[config.mk]
export PLATFORM = sky130hd
export DESIGN_NAME = shot_spawner
export DESIGN_NICKNAME = d
export VERILOG_FILES = /design/src/rtl/shot_spawner.sv
export SDC_FILE = /design/constraint.sdc
export NUM_CORES = 1
export LEC_CHECK = 0
export ABC_AREA = 0
export BUFFER_PORTS_ARGS = -buffer_cell sky130_fd_sc_hd__buf_4
export CAP_MARGIN = 20
export CORE_ASPECT_RATIO = 0.8
export CORE_MARGIN = 4
export CORE_UTILIZATION = 40
export CTS_CLUSTER_DIAMETER = 100
export DETAILED_ROUTE_END_ITERATION = 16
export PLACE_DENSITY = 0.72
export SKIP_CTS_REPAIR_TIMING = 1
export SYNTH_ARGS = -nofsm -noshare
export SYNTH_HDL_FRONTEND = slang
export SYNTH_SLANG_ARGS = --single-unit
[constraint.sdc]
create_clock -name clk -period 3.45 [get_ports clk]
set_clock_uncertainty 0.05 [all_clocks]
set_input_delay 0.1725 -clock clk [delete_from_list [all_inputs] [get_ports clk]]
set_output_delay 0.1725 -clock clk [all_outputs]
set_load 0.01 [all_outputs]
[src/rtl/shot_spawner.sv]
// shot_spawner: periodically launches shots at a random x column, advances
// live shots by SPEED rows per accepted frame, retires escaped or hit shots.
// Per-slot position state lives in shot_slot; the sequencing FSM walks the
// slot table one entry per cycle and then optionally spawns a new shot.

// One shot slot: holds live bit and x/y, applies load, hit and move requests.
module shot_slot #(
    parameter int SPEED   = 4,
    parameter int Y_START = 0,
    parameter int Y_LIMIT = 479
) (
    input  logic       clk,
    input  logic       reset,
    input  logic       move,
    input  logic       load,
    input  logic       hit,
    input  logic [8:0] load_x,
    output logic       active,
    output logic [8:0] x,
    output logic [8:0] y,
    output logic       esc
);
    logic [9:0] y_next;

    // 10-bit sum so a shot near the bottom cannot wrap back to the top
    assign y_next = {1'b0, y} + 10'(SPEED);
    // a hit in the same cycle as the move suppresses the escape
    assign esc    = move && active && !hit && (y_next > 10'(Y_LIMIT));

    // Load only targets an inactive slot, so a concurrent hit is a no-op there
    always_ff @(posedge clk or negedge reset) begin
        if (!reset) begin
            active <= 1'b0;
            x      <= '0;
            y      <= '0;
        end else if (load) begin
            active <= 1'b1;
            x      <= load_x;
            y      <= 9'(Y_START);
        end else if (hit) begin
            active <= 1'b0;
        end else if (move && active) begin
            if (y_next > 10'(Y_LIMIT)) active <= 1'b0;
            else                       y      <= y_next[8:0];
        end
    end
endmodule

module shot_spawner #(
    parameter int NUM_SHOTS    = 4,
    parameter int SPAWN_PERIOD = 90,
    parameter int SPEED        = 4,
    parameter int Y_START      = 0,
    parameter int Y_LIMIT      = 479,
    parameter int X_MAX        = 400
) (
    input  logic                         clk,
    input  logic                         reset,
    input  logic                         enable,
    input  logic                         frame_tick,
    input  logic [8:0]                   random_value,
    input  logic                         hit_valid,
    input  logic [$clog2(NUM_SHOTS)-1:0] hit_slot,
    output logic [NUM_SHOTS-1:0]         shot_active,
    output logic [NUM_SHOTS*9-1:0]       shot_x,
    output logic [NUM_SHOTS*9-1:0]       shot_y,
    output logic                         spawn_pulse,
    output logic                         escaped,
    output logic [7:0]                   drop_count,
    output logic                         busy
);
    localparam int IW = $clog2(NUM_SHOTS);
    localparam int CW = (SPAWN_PERIOD > 1) ? $clog2(SPAWN_PERIOD) : 1;

    typedef enum logic [1:0] {IDLE, MOVE, SPAWN} state_t;

    state_t               state;
    logic [IW-1:0]        idx;
    logic [CW-1:0]        frame_cnt;
    logic                 spawn_due;
    logic [NUM_SHOTS-1:0] move_sel;
    logic [NUM_SHOTS-1:0] hit_sel;
    logic [NUM_SHOTS-1:0] load_sel;
    logic [NUM_SHOTS-1:0] esc_vec;
    logic                 free_any;
    logic [IW-1:0]        free_idx;
    logic [8:0]           clamp_x;

    assign clamp_x = (random_value > 9'(X_MAX)) ? 9'(X_MAX) : random_value;

    // Lowest-index free slot from the registered active vector
    always_comb begin
        free_any = 1'b0;
        free_idx = '0;
        for (int i = NUM_SHOTS - 1; i >= 0; i--) begin
            if (!shot_active[i]) begin
                free_any = 1'b1;
                free_idx = IW'(i);
            end
        end
    end

    for (genvar g = 0; g < NUM_SHOTS; g++) begin : g_slot
        // hit_slot values past the table never match a slot and fall away
        assign move_sel[g] = (state == MOVE) && (idx == IW'(g));
        assign hit_sel[g]  = hit_valid && (hit_slot == IW'(g));
        assign load_sel[g] = (state == SPAWN) && free_any && (free_idx == IW'(g));

        shot_slot #(
            .SPEED   (SPEED),
            .Y_START (Y_START),
            .Y_LIMIT (Y_LIMIT)
        ) u_slot (
            .clk    (clk),
            .reset  (reset),
            .move   (move_sel[g]),
            .load   (load_sel[g]),
            .hit    (hit_sel[g]),
            .load_x (clamp_x),
            .active (shot_active[g]),
            .x      (shot_x[9*g +: 9]),
            .y      (shot_y[9*g +: 9]),
            .esc    (esc_vec[g])
        );
    end

    // Sequencer: accept tick, walk slots, optional spawn; all outputs registered
    always_ff @(posedge clk or negedge reset) begin
        if (!reset) begin
            state       <= IDLE;
            idx         <= '0;
            frame_cnt   <= '0;
            spawn_due   <= 1'b0;
            spawn_pulse <= 1'b0;
            escaped     <= 1'b0;
            drop_count  <= '0;
            busy        <= 1'b0;
        end else begin
            spawn_pulse <= 1'b0;
            escaped     <= 1'b0;
            case (state)
                IDLE: begin
                    if (enable && frame_tick) begin
                        state <= MOVE;
                        idx   <= '0;
                        busy  <= 1'b1;
                        if (frame_cnt == CW'(SPAWN_PERIOD - 1)) begin
                            frame_cnt <= '0;
                            spawn_due <= 1'b1;
                        end else begin
                            frame_cnt <= frame_cnt + CW'(1);
                        end
                    end
                end
                MOVE: begin
                    escaped <= |esc_vec;
                    if (idx == IW'(NUM_SHOTS - 1)) begin
                        if (spawn_due) begin
                            state <= SPAWN;
                        end else begin
                            state <= IDLE;
                            busy  <= 1'b0;
                        end
                    end else begin
                        idx <= idx + IW'(1);
                    end
                end
                SPAWN: begin
                    state       <= IDLE;
                    busy        <= 1'b0;
                    spawn_due   <= 1'b0;
                    spawn_pulse <= free_any;
                    if (!free_any && drop_count != 8'hFF)
                        drop_count <= drop_count + 8'd1;
                end
                default: begin
                    state <= IDLE;
                    busy  <= 1'b0;
                end
            endcase
        end
    end
endmodule

Yosys cells after proc, flatten, opt, wreduce, memory -nomap -nowiden
Cells that the tools add are included.

operators by class
  reductions and logical operators = 65
  magnitude comparators = 5
  eq/ne operators = 26
  $add $sub $neg = 7
  mux-type cells = 58

operator list
  cell                                                                    count
  9-bit two-way mux                                                       17
  9-bit by 3-bit adder with 10-bit output (second input constant)         4
  10-bit by 9-bit > comparator with 1-bit output (second input constant)  4
  1-bit logical AND                                                       27
  1-bit two-way mux                                                       27
  3-bit nonzero test                                                      8
  3-bit AND reduction                                                     7
  2-bit two-way mux                                                       9
  2-bit by 1-bit != test with 1-bit output (second input constant)        9
  2-bit equality test (second input constant)                             7
  2-bit AND reduction                                                     7
  2-bit nonzero test                                                      6
  9-bit > comparator (second input constant)                              1
  8-bit by 1-bit adder with 8-bit output (second input constant)          1
  2-bit by 1-bit equality test with 1-bit output (second input constant)  4
  2-bit logical NOT                                                       4
  2-bit != test (second input constant)                                   4
  8-bit != test (second input constant)                                   1
  2-bit one-hot mux with 2 select lines                                   2
  7-bit by 1-bit adder with 7-bit output (second input constant)          1
  7-bit equality test (second input constant)                             1
  7-bit two-way mux                                                       1
  1-bit logical NOT                                                       5
  1-bit one-hot mux with 2 select lines                                   2
  2 further kinds                                                         2

word-level totals
  output and inout bits = 87
  logic and storage cells = 181
  flip-flop bits (word level) = 99

Longest topological paths before layout
Gate-level depths: netlist of the first run.

  word-level depth = 8
  gate-level depth with buffers = 7

Modules after synthesis
A second synthesis of the first run with hierarchy kept.

unflattened totals
  cell total of the unflattened synthesis = 461
  area total of the unflattened synthesis = 4855.9 um2

by module, submodules not included
  module        seq. area each (um2)  instances  cells an instance  area an instance (um2)
  shot_slot     425.4                 4          79                 884.6
  shot_spawner  575.6                 1          145                1317.5

Worst setup path before layout of the first run
Ideal clock, no wire load.

  path type = register to register
  start point = reg g_slot[2].u_slot.y[2]
  end point = reg g_slot[2].u_slot.y[5]
  cell stages (with the launch flop) = 7
  data required time = 3274 ps
  arrival = 1781 ps
  slack = 1493 ps
  library setup time = 126 ps
  period minus slack after synthesis = 1957 ps
  cells stage by stage = dfrtp_1 -> ha_1 -> nand2_1 -> a2111oi_4 -> o311ai_1 -> a21boi_2 -> a221o_1

on the way
  word-level cells in the longest chain between the ends = 5
  elaborated cells on any way between the ends = 8

RTL lines
  item                                                                                    line  source
  from (decl)                                                                             20    output logic [8:0] y,
  from (signal assigned)                                                                  39    y <= 9'(Y_START);
  from (signal assigned)                                                                  44    else y <= y_next[8:0];
  9-bit by 3-bit adder with 10-bit output *                                               26    assign y_next = {1'b0, y} + 10'(SPEED);
  branches (longest 4 deep; another with 10-bit by 9-bit > comparator with 1-bit output)  -

Every way passes the cells marked *. The select of a mux whose other input is x is not followed.
A chain may end at the register's enable or synchronous reset.

Worst setup path in the final report of the first run
  start point = reg state[0]
  end point = reg g_slot[1].u_slot.y[6]

on the way
  word-level cells in the longest chain between the ends = 5
  elaborated cells on any way between the ends = 11

RTL lines
  item                                                                                             line      source
  from (decl)                                                                                      77        state_t state;
  from (signal assigned)                                                                           130       state <= IDLE;
  from (signal assigned)                                                                           144       state <= MOVE;
  from (signal assigned)                                                                           159       state <= SPAWN;
  2-bit equality test / 2-bit by 1-bit equality test with 1-bit output (equally long branches)     107, 105
  1-bit logical AND, on equally long branches                                                      107, 105
  1-bit logical AND, on equally long branches                                                      107, 42
  2-bit by 1-bit != test with 1-bit output (no line) / 2-bit nonzero test (equally long branches)  -
  3-bit AND reduction (no line)                                                                    -
  to (signal assigned)                                                                             39
  to (signal assigned)                                                                             44
  to (decl)                                                                                        20

Parallel ways exist; a longest one is shown, timed or not.

==> metrics.cfg, run 1 <==
[run_status]
run_status = finished, final reports clean

[place]
numPortBuffers = 94
place.gp.congestion = 0.837
place_inst = 674
placed_area_mm2 = 0.00540
pre_cts_slack_ns = 1.28
dp.final_hpwl_mm = 8.09

[yosys]
share_of_the_synthesized_area_in_compound_gates_ao_oa_aoi_oai = 0.154
largest_family_of_logic_cells_by_synthesized_area = simple AND/OR/NAND/NOR gates
synthesized_area_divided_by_synthesized_cell_count_um2 = 10.2
synth-adder-area-share = 0.0404
postSynth.asyncResetShare = 1.00
yosysSeqAreaShare = 0.491
edff_count_synth = 0
synthCells = 455
synth-simple-area-share = 0.208
synthDistinctLibCells = 69
ys_dominant_reg_cell = dfrtp_1
post_synth_xor_area_fraction = 0.0189
synthMuxAreaShare = 0.0442
syn-cell-area_mm2 = 0.00464
synth.yosys.warnings = 0
yosys_register_bits = 91

[timing]
pnr_worst_setup_slack_ns = 1.27
totalNegativeSetupSlack_ns = 0
final.min_clock_period_ns = 2.18
timing_hold_violations_final = 0
finalSetupViolCount = 0
max_slew_margin = 0.462
max_slew.worst_pin.slew_ns = 0.801
rsz0062_at_grt = no
maxSlewViolCount = 0
clock.fmax_ghz = 0.458
final.period_utilization = 0.632
fin_hold_ws_ns = 0.0680

[cts]
clk_pin_slew_ns = 0.06
insertion_delay_to_the_later_sink_of_the_worst_skew_pair_ns = 0.34
clockRootBuffer = clkbuf_16
clock_tree.htree_level_count = 3
cts_tree = yes
cts_made_buffers = 9
cts.path.max_buffers = 2
cts_num_sinks = 91

[setup_path]
timing.critical_path.slowest_stage_cell = or3b_1
critical_path.top_delay_family = simple AND/OR/NAND/NOR gates
crit_chain = nand2b_1 > or3b_1 > a21boi_2 > a221o_1
timing.critical_path.buf_inv = 0
timing.critical_path.fanout_max = 20
timing.critical_path.required_ns = 3.63
timing.critical_path.from_type = flip-flop
critPathCaptureType = flip-flop
cpPeakStageDelay_ns = 0.68
worstSetupPathType = flip-flop to flip-flop
cp.arrival_ns = 2.36

[cells_and_area]
area_growth_pct = 24.4
drive_gt1_frac = 0.265
non_filler_cells_final = 692
finish.utilization = 0.520
final_nets = 574
insertedDiodeCount = 0
fin_area_mm2 = 0.00577

[power_and_ir_drop]
leakage_dissipation_nw = 2.76
irDropWorstVdd_v = 0.000321
power.density_cell_area_mw_per_mm2 = 552
totalPowerFinal_mw = 3.18

[global_routing]
grt_pass1_wl_mm = 18.1
grt.overflow.total = 0
grt.total_usage = 0.167
first_global_vias = 3591
maximum_number_of_pins_on_one_net_before_global_route_repair = 83
number_of_antenna_violations_at_the_first_check_in_global_routing = 0

[drt]
avgViaCountPerCell = 5.35
vias = 3701
drc_errors = 0
drt_iter0_markers = 144
ant_nets = 0
firstDrtPassIters = 4
drt-total-wl_mm = 11.0
wire_per_inst_um = 15.9

[floorplanning]
die_area_mm2 = 0.0134
fp.dieH_um = 104
rows = 34
die_x_um = 128
floorplan.initialDensity = 0.418
i_o_pins = 103
fp.coreArea_mm2 = 0.0111

[hold_path]
hp-class = input pin to flip-flop

[job]
max-cap-violations = 0

## final timing paths
| kind | slack (ns) | from | end | cells after the start |
|---|---|---|---|---|
| setup reg to reg | 1.27 | state[0] | g_slot[1].u_slot.y[6] | 4 |
| hold / removal | 0.07 | random_value[8] | g_slot[1].u_slot.x[8] | 2 |
| setup / recovery | 1.27 | state[0] | g_slot[1].u_slot.y[6] | 4 |
| min in group asynchronous | 0.15 | reset | escaped | 2 |
| max in group asynchronous | 2.61 | reset | frame_cnt[4] | 3 |
| hold reg to reg | 0.43 | g_slot[0].u_slot.x[4] | g_slot[0].u_slot.x[4] | 2 |
## metal layers
layer,share of wire,global-route usage,routed length [um]
met1,0.46,0.224,5070
met2,0.45,0.253,4910
met3,0.084,0.0693,923
met4,0.012,0.0356,131
met5,0,0,0
## where the power goes
part	internal [mW]	leakage (nW)	total, mW	switching [mW]
clock network	0.662	0.160	1.09	0.426
logic	0.325	1.55	0.685	0.360
registers	1.20	1.05	1.41	0.216
total	2.18	2.76	3.18	1.00
## sequential cells by signal (all words and copies together), names as in the netlist
name,flops
busy,1
escaped,1
idx,2
state,2
spawn_pulse,1
drop_count,8
g_slot.u_slot.active,4
g_slot.u_slot.x,36
spawn_due,1
g_slot.u_slot.y,28
frame_cnt,7
## synthesized netlist by cell type, types with 2 or more instances
| cell type | n | area [um^2] |
|---|---|---|
| a211o_1 | 2 | 17.5 |
| a21boi_2 | 2 | 22.5 |
| a21o_1 | 5 | 37.5 |
| a21oi_1 | 6 | 30.0 |
| a221o_1 | 8 | 80.1 |
| a31oi_1 | 2 | 12.5 |
| and2_1 | 5 | 31.3 |
| and3_1 | 16 | 100 |
| and4_1 | 5 | 43.8 |
| buf_2 | 7 | 35.0 |
| buf_4 | 13 | 97.6 |
| clkbuf_1 | 6 | 22.5 |
| clkbuf_2 | 2 | 10.0 |
| dfrtp_1 | 91 | 2280 |
| ha_1 | 15 | 188 |
| inv_1 | 8 | 30.0 |
| mux2_2 | 12 | 135 |
| mux2i_1 | 7 | 70.1 |
| nand2_1 | 74 | 278 |
| nand2b_1 | 6 | 37.5 |
| nand3_1 | 19 | 95.1 |
| nand3b_1 | 2 | 15.0 |
| nand4_1 | 14 | 87.6 |
| nor2_1 | 16 | 60.1 |
| nor2b_1 | 2 | 12.5 |
| nor3_1 | 8 | 40.0 |
| nor4_1 | 3 | 18.8 |
| o211ai_1 | 2 | 15.0 |
| o21ai_0 | 40 | 200 |
| o21ai_1 | 2 | 10.0 |
| o31ai_1 | 2 | 15.0 |
| or2_2 | 4 | 25.0 |
| or3_1 | 5 | 31.3 |
| xnor2_1 | 6 | 52.6 |
| xor2_1 | 4 | 35.0 |
## layout by cell type (no fill, tap or decap), types with 3 or more instances in the layout
cell type,n
a21o_1,5
nand2_1,74
and2_1,5
mux2i_1,7
conb_1,8
o21ai_0,40
or2_2,4
buf_4,96
nor4_1,3
ha_1,15
xor2_1,4
nand4_1,14
a21oi_1,6
nand2b_1,6
nor3_1,8
clkbuf_16,9
a221o_1,8
and4_1,5
dfrtp_1,91
inv_6,3
xnor2_1,6
or3_1,5
inv_1,8
and3_1,16
nor2_1,16
nand3_1,19
mux2_2,12
## logic make-up after synthesis
group,count (synthesis)
DFF,91
AOI/OAI and AO/OA,95
buffers and inverters,36
adders and majority gates,15
other,1
and+or+nand+nor,188
muxes,19
xor gates and xnor gates,10
## cell type report
class	instances	area, um^2
Fill cell	1009	5330
Timing Repair Buffer	98	758
Clock inverter	6	93.8
Clock buffer	10	239
Sequential cell	91	2280
Tap cell	144	180
Multi-Input combinational cell	335	2190
Inverter	8	30.0
## worst reg2reg max path, stage by stage (launching register included)
cell and delay [ns]:
dfrtp_1 0.42, nand2b_1 0.24, or3b_1 0.69, a21boi_2 0.31, a221o_1 0.37
(Power assumes the default switching activity.)
==> inputs of run 2 (changes only) <==
clock period = 2.2 ns   (was 3.45 ns; I/O delays follow)
==> run 2 against run 1 <==
The flow now finishes with violations (negative hold slack). Setup slack got worse by 1.1 ns. First-iteration DRC count rose by 31%. Combinational power rose by 66%. Clock-buffer cell count rose by 1. Largest power group unchanged.
==> metrics.cfg, run 2 (synthesis results as in run 1) <==
[drt]
met3RoutedLength_um = 988  ; was 923 um
ant_nets = 0  ; unchanged
drt-total-wl_mm = 11.1  ; was 11.0 mm
vias = 3757  ; was 3701
wire_per_inst_um = 15.9  ; about the same
detailroute.wirelength.met2_mm = 5.15  ; was 4.91 mm
avgViaCountPerCell = 5.37  ; was 5.35
drt-met1-wl_mm = 4.88  ; was 5.07 mm
drt_iter0_markers = 188  ; was 144
route.top_layer_used = met4  ; unchanged
drc_errors = 0  ; unchanged
firstDrtPassIters = 4  ; unchanged

[timing]
totalNegativeSetupSlack_ns = 0  ; unchanged
timing_hold_violations_final = 1  ; was 0
clock.fmax_ghz = 0.494  ; was 0.458 GHz
finalSetupViolCount = 0  ; unchanged
max_slew_margin = 0.628  ; was 0.462
max_slew.worst_pin.slew_ns = 0.557  ; was 0.801 ns
pnr_worst_setup_slack_ns = 0.174  ; was 1.27 ns
rsz0062_at_grt = no  ; unchanged
final.period_utilization = 0.921  ; was 0.632
final.min_clock_period_ns = 2.03  ; was 2.18 ns
fin_hold_ws_ns = -0.000491  ; was 0.0680 ns
maxSlewViolCount = 0  ; unchanged

[setup_path]
cp.arrival_ns = 2.20  ; was 2.36 ns
worstSetupPathType = flip-flop to flip-flop  ; unchanged
critPathCaptureType = flip-flop  ; unchanged
timing.critical_path.from_type = flip-flop  ; unchanged
timing.critical_path.required_ns = 2.37  ; was 3.63 ns
timing.critical_path.fanout_max = 7  ; was 20

[cts]
cts_tree = yes  ; unchanged
cts_made_buffers = 9  ; unchanged
clock_tree.htree_level_count = 3  ; unchanged
cts.path.max_buffers = 2  ; unchanged
clockRootBuffer = clkbuf_16  ; unchanged
cts_num_sinks = 91  ; unchanged
clk_pin_slew_ns = 0.06  ; about the same
insertion_delay_to_the_later_sink_of_the_worst_skew_pair_ns = 0.34  ; about the same

[floorplanning]
fp.coreArea_mm2 = 0.0111  ; unchanged
i_o_pins = 103  ; unchanged
die_area_mm2 = 0.0134  ; unchanged
fp.dieH_um = 104  ; unchanged
floorplan.initialDensity = 0.418  ; unchanged
rows = 34  ; unchanged
die_x_um = 128  ; unchanged

[cells_and_area]
drive_gt1_frac = 0.272  ; was 0.265
largest_register_ff_count = 36  ; unchanged
insertedDiodeCount = 0  ; unchanged
reg.largest.list = g_slot.u_slot.x x36, g_slot.u_slot.y x28, drop_count x8  ; unchanged
area_growth_pct = 24.0  ; was 24.4%
fin_area_mm2 = 0.00576  ; was 0.00577 mm^2
most-common-layout-cells = buf_4, dfrtp_1, nand2_1  ; unchanged
mostFrequentLayoutCell = buf_4  ; unchanged
final_nets = 581  ; was 574
non_filler_cells_final = 699  ; was 692
largest-register = g_slot.u_slot.x  ; unchanged

[place]
place.gp.congestion = 0.851  ; was 0.837
dp.final_hpwl_mm = 8.17  ; was 8.09 mm
pre_cts_slack_ns = 0.175  ; was 1.28 ns
numPortBuffers = 94  ; unchanged
placed_area_mm2 = 0.00548  ; was 0.00540 mm^2
place_inst = 682  ; was 674

[job]
max-cap-violations = 0  ; unchanged

[run_status]
violated_checks = negative hold slack
run_status = finished with violations  ; was finished, final reports clean

[global_routing]
grt_pass1_wl_mm = 18.9  ; was 18.1 mm
grt.overflow.total = 0  ; unchanged
first_global_vias = 3684  ; was 3591
number_of_antenna_violations_at_the_first_check_in_global_routing = 0  ; unchanged
maximum_number_of_pins_on_one_net_before_global_route_repair = 51  ; was 83
grt.total_usage = 0.171  ; was 0.167

[power_and_ir_drop]
leakage_dissipation_nw = 2.77  ; was 2.76 nW
power.share.sequential = 0.458  ; was 0.443
power.share.clock = 0.303  ; was 0.342
irDropWorstVdd_v = 0.000477  ; was 0.000321 V
power.density_cell_area_mw_per_mm2 = 824  ; was 552 mW/mm^2
totalPowerFinal_mw = 4.75  ; was 3.18 mW
power_switching_share = 0.325  ; was 0.315
internal_power_mw = 3.20  ; was 2.18 mW
switchingPower_mw = 1.54  ; was 1.00 mW
comb_power_share = 0.239  ; was 0.215

[hold_path]
hp-class = input pin to flip-flop  ; unchanged

run 2: routing by layer:
layer  up-vias  track usage
met5         -            0
met4         0       0.0386
met3         7       0.0637
met2       116        0.268
met1      1821        0.225
li1       1813            -
run 2: worst paths after layout:
kind / start / endpoint / slack [ns] / depth (start not counted)
worst max-delay path: g_slot[0].u_slot.y[2] / g_slot[0].u_slot.y[5] / 0.17 / 6
worst min-delay path: random_value[7] / g_slot[2].u_slot.x[7] / -0.0005 / 2
worst max register to register: g_slot[0].u_slot.y[2] / g_slot[0].u_slot.y[5] / 0.17 / 6
worst min register to register: g_slot[3].u_slot.x[6] / g_slot[3].u_slot.x[6] / 0.44 / 2
max in group asynchronous: reset / g_slot[1].u_slot.x[5] / 1.20 / 3
min in group asynchronous: reset / g_slot[1].u_slot.y[4] / 0.25 / 2
run 2: area by class of cell:
type | instances | area [um^2]
fillers | 1024 | 5350
flip-flops and latches | 91 | 2280
multi-input cells | 335 | 2190
repair buffers | 105 | 803
clock buffers | 11 | 243
well taps | 144 | 180
inverters | 8 | 30.0
clock inverters | 5 | 28.8
run 2: power by group through the flow:
stage	registers, mW	clock network, mW	logic, mW
floorplan	2.20	0	0.667
global placement	2.18	0	1.12
detailed placement	2.20	0	1.15
CTS	2.17	1.47	1.15
global route	2.22	1.54	1.28
finish	2.17	1.44	1.14
run 2: through the flow:
step	hold slack, ns	util
floorplan	-0.236	-
global placement	0.0912	0.493
detailed placement	0.0904	0.493
CTS	-0.277	0.518
global route	0.00151	0.518
finish	-0.000491	0.518
run 2: critical path, stage by stage (launching register included):
cell and delay (ns):
dfrtp_1 0.45, ha_1 0.26, and2_1 0.19, a32oi_2 0.31, a21o_1 0.20, a21boi_1 0.10, a221o_1 0.35
==> inputs of run 3 (changes only) <==
CORE_UTILIZATION = 44   (was 40)
MAX_ROUTING_LAYER = met4   (was not set)
PLACE_DENSITY = 0.77   (was 0.72)
REMOVE_ABC_BUFFERS = 1   (was not set)
==> run 3 against run 2 <==
The flow now finishes without violations. Combinational power about the same. Sequential power barely moved. Hold slack improved by 0.0089 ns. First-iteration DRC count is 68% higher. Global-route usage up 1.9 points. Register-to-register slack about the same. Die area decreased by 8.5%. Final area rose by 0.20%. Via count is 1.2% higher. Critical endpoint unchanged.
==> metrics.cfg, run 3 (synthesis results as in run 1) <==
[drt]
drt-total-wl_mm = 11.0  ; was 11.1 mm
drt_iter0_markers = 316  ; was 188
drc_errors = 0  ; unchanged
ant_nets = 0  ; unchanged
avgViaCountPerCell = 5.46  ; was 5.37
wire_per_inst_um = 15.8  ; was 15.9 um
vias = 3801  ; was 3757
firstDrtPassIters = 7  ; was 4

[cts]
clock_tree.htree_level_count = 3  ; unchanged
clk_pin_slew_ns = 0.06  ; about the same
cts_tree = yes  ; unchanged
cts.path.max_buffers = 2  ; unchanged
insertion_delay_to_the_later_sink_of_the_worst_skew_pair_ns = 0.34  ; about the same
cts_made_buffers = 9  ; unchanged
cts_num_sinks = 91  ; unchanged
clockRootBuffer = clkbuf_16  ; unchanged

[floorplanning]
fp.dieH_um = 99.9  ; was 104 um
floorplan.initialDensity = 0.451  ; was 0.418
i_o_pins = 103  ; unchanged
die_area_mm2 = 0.0123  ; was 0.0134 mm^2
fp.coreArea_mm2 = 0.0103  ; was 0.0111 mm^2
rows = 33  ; was 34
die_x_um = 123  ; was 128 um

[timing]
rsz0062_at_grt = no  ; unchanged
clock.fmax_ghz = 0.490  ; was 0.494 GHz
maxSlewViolCount = 0  ; unchanged
fin_hold_ws_ns = 0.00846  ; was -0.000491 ns
finalSetupViolCount = 0  ; unchanged
totalNegativeSetupSlack_ns = 0  ; unchanged
final.period_utilization = 0.927  ; was 0.921
timing_hold_violations_final = 0  ; was 1
final.min_clock_period_ns = 2.04  ; was 2.03 ns

[global_routing]
first_global_vias = 3599  ; was 3684
number_of_antenna_violations_at_the_first_check_in_global_routing = 0  ; unchanged
grt_pass1_wl_mm = 18.0  ; was 18.9 mm
grt.total_usage = 0.189  ; was 0.171
maximum_number_of_pins_on_one_net_before_global_route_repair = 43  ; was 51
grt.overflow.total = 0  ; unchanged

[setup_path]
timing.critical_path.slowest_stage_cell = dfrtp_1  ; unchanged
number_of_cell_instances_on_the_worst_register_to_register_path = 6  ; unchanged
crit_chain = ha_1 > and2_1 > a32oi_2 > a21o_1 > a21boi_1 > a221o_1  ; unchanged
reg2reg_setup_slack_ns = 0.16  ; was 0.17 ns
critPathCaptureType = flip-flop  ; unchanged
cp.arrival_ns = 2.21  ; was 2.20 ns
timing.critical_path.fanout_max = 7  ; unchanged
cpPeakStageDelay_ns = 0.44  ; was 0.45 ns
timing.critical_path.from_type = flip-flop  ; unchanged
critPathLaunch = g_slot[0].u_slot.y[2]  ; unchanged
cp-endpoint = g_slot[0].u_slot.y[5]  ; unchanged
timing.critical_path.required_ns = 2.37  ; about the same
worst_r2r_startpoint = g_slot[0].u_slot.y[2]  ; unchanged
worst_r2r_endpoint = g_slot[0].u_slot.y[5]  ; unchanged
worstSetupPathType = flip-flop to flip-flop  ; unchanged

[job]
max-cap-violations = 0  ; unchanged

[cells_and_area]
area_growth_pct = 24.3  ; was 24.0%
largest-register = g_slot.u_slot.x  ; unchanged
mostFrequentLayoutCell = buf_4  ; unchanged
reg.largest.list = g_slot.u_slot.x x36, g_slot.u_slot.y x28, drop_count x8  ; unchanged
most-common-layout-cells = buf_4, dfrtp_1, nand2_1  ; unchanged
insertedDiodeCount = 0  ; unchanged
drive_gt1_frac = 0.273  ; was 0.272
final_nets = 582  ; was 581
largest_register_ff_count = 36  ; unchanged
finish.utilization = 0.561  ; was 0.518
fin_area_mm2 = 0.00577  ; was 0.00576 mm^2
non_filler_cells_final = 696  ; was 699

[power_and_ir_drop]
leakage_dissipation_nw = 2.77  ; about the same
power.density_cell_area_mw_per_mm2 = 825  ; was 824 mW/mm^2
irDropWorstVdd_v = 0.000432  ; was 0.000477 V

[place]
place_inst = 679  ; was 682
place.gp.congestion = 0.918  ; was 0.851
dp.final_hpwl_mm = 8.12  ; was 8.17 mm
numPortBuffers = 94  ; unchanged
placed_area_mm2 = 0.00548  ; about the same

[hold_path]
worstHoldPathCells = 2  ; unchanged
hp-class = input pin to flip-flop  ; unchanged

[run_status]
run_status = finished, final reports clean  ; was finished with violations

run 3: metrics by stage:
step	setup slack (ns)	total power, mW
finish	0.161	4.76
global route	0.0340	5.06
CTS	0.162	4.80
detailed placement	0.185	3.35
global placement	0.271	3.29
floorplan	0.243	2.83
run 3: final cells by class:
class	count	area (um^2)
repair buffers	106	811
clock buffers	11	243
inverters	8	30.0
well taps	140	175
multi-input cells	335	2190
flip-flops and latches	91	2280
clock inverters	5	37.5
fillers	889	4510
run 3: worst max-delay path: cells and delay by family, from the launching register on:
kind                     cells  cell delay [ns]
AND/OR/NAND/NOR              1             0.19
adder cells (fa/ha/maj)      1             0.26
AO/OA/AOI/OAI                4             0.97
flip-flops                   1             0.44
run 3: how the worst min path moves through the flow:
stage / from / endpoint / slack [ns]
CTS: reset / g_slot[2].u_slot.y[7] / -0.36
detailed placement: reset / g_slot[2].u_slot.y[7] / 0.002
floorplan: reset / busy / -0.24
global route: random_value[7] / g_slot[0].u_slot.x[7] / 0.002
finish: random_value[8] / g_slot[3].u_slot.x[8] / 0.008
global placement: reset / g_slot[2].u_slot.y[7] / -0.002
run 3: where the power goes:
part	internal (mW)	leakage, nW	total, mW	switching, mW
combinational	0.535	1.59	1.15	0.613
sequential	1.88	1.05	2.17	0.295
clock	0.801	0.132	1.44	0.642
run 3: metal layers:
metal,GRT usage,part of all wire,vias to the layer above
met5,-,0,-
met4,0.0336,0.0064,0
met3,0.0721,0.092,6
met2,0.281,0.45,152
met1,0.251,0.45,1831
li1,-,-,1812
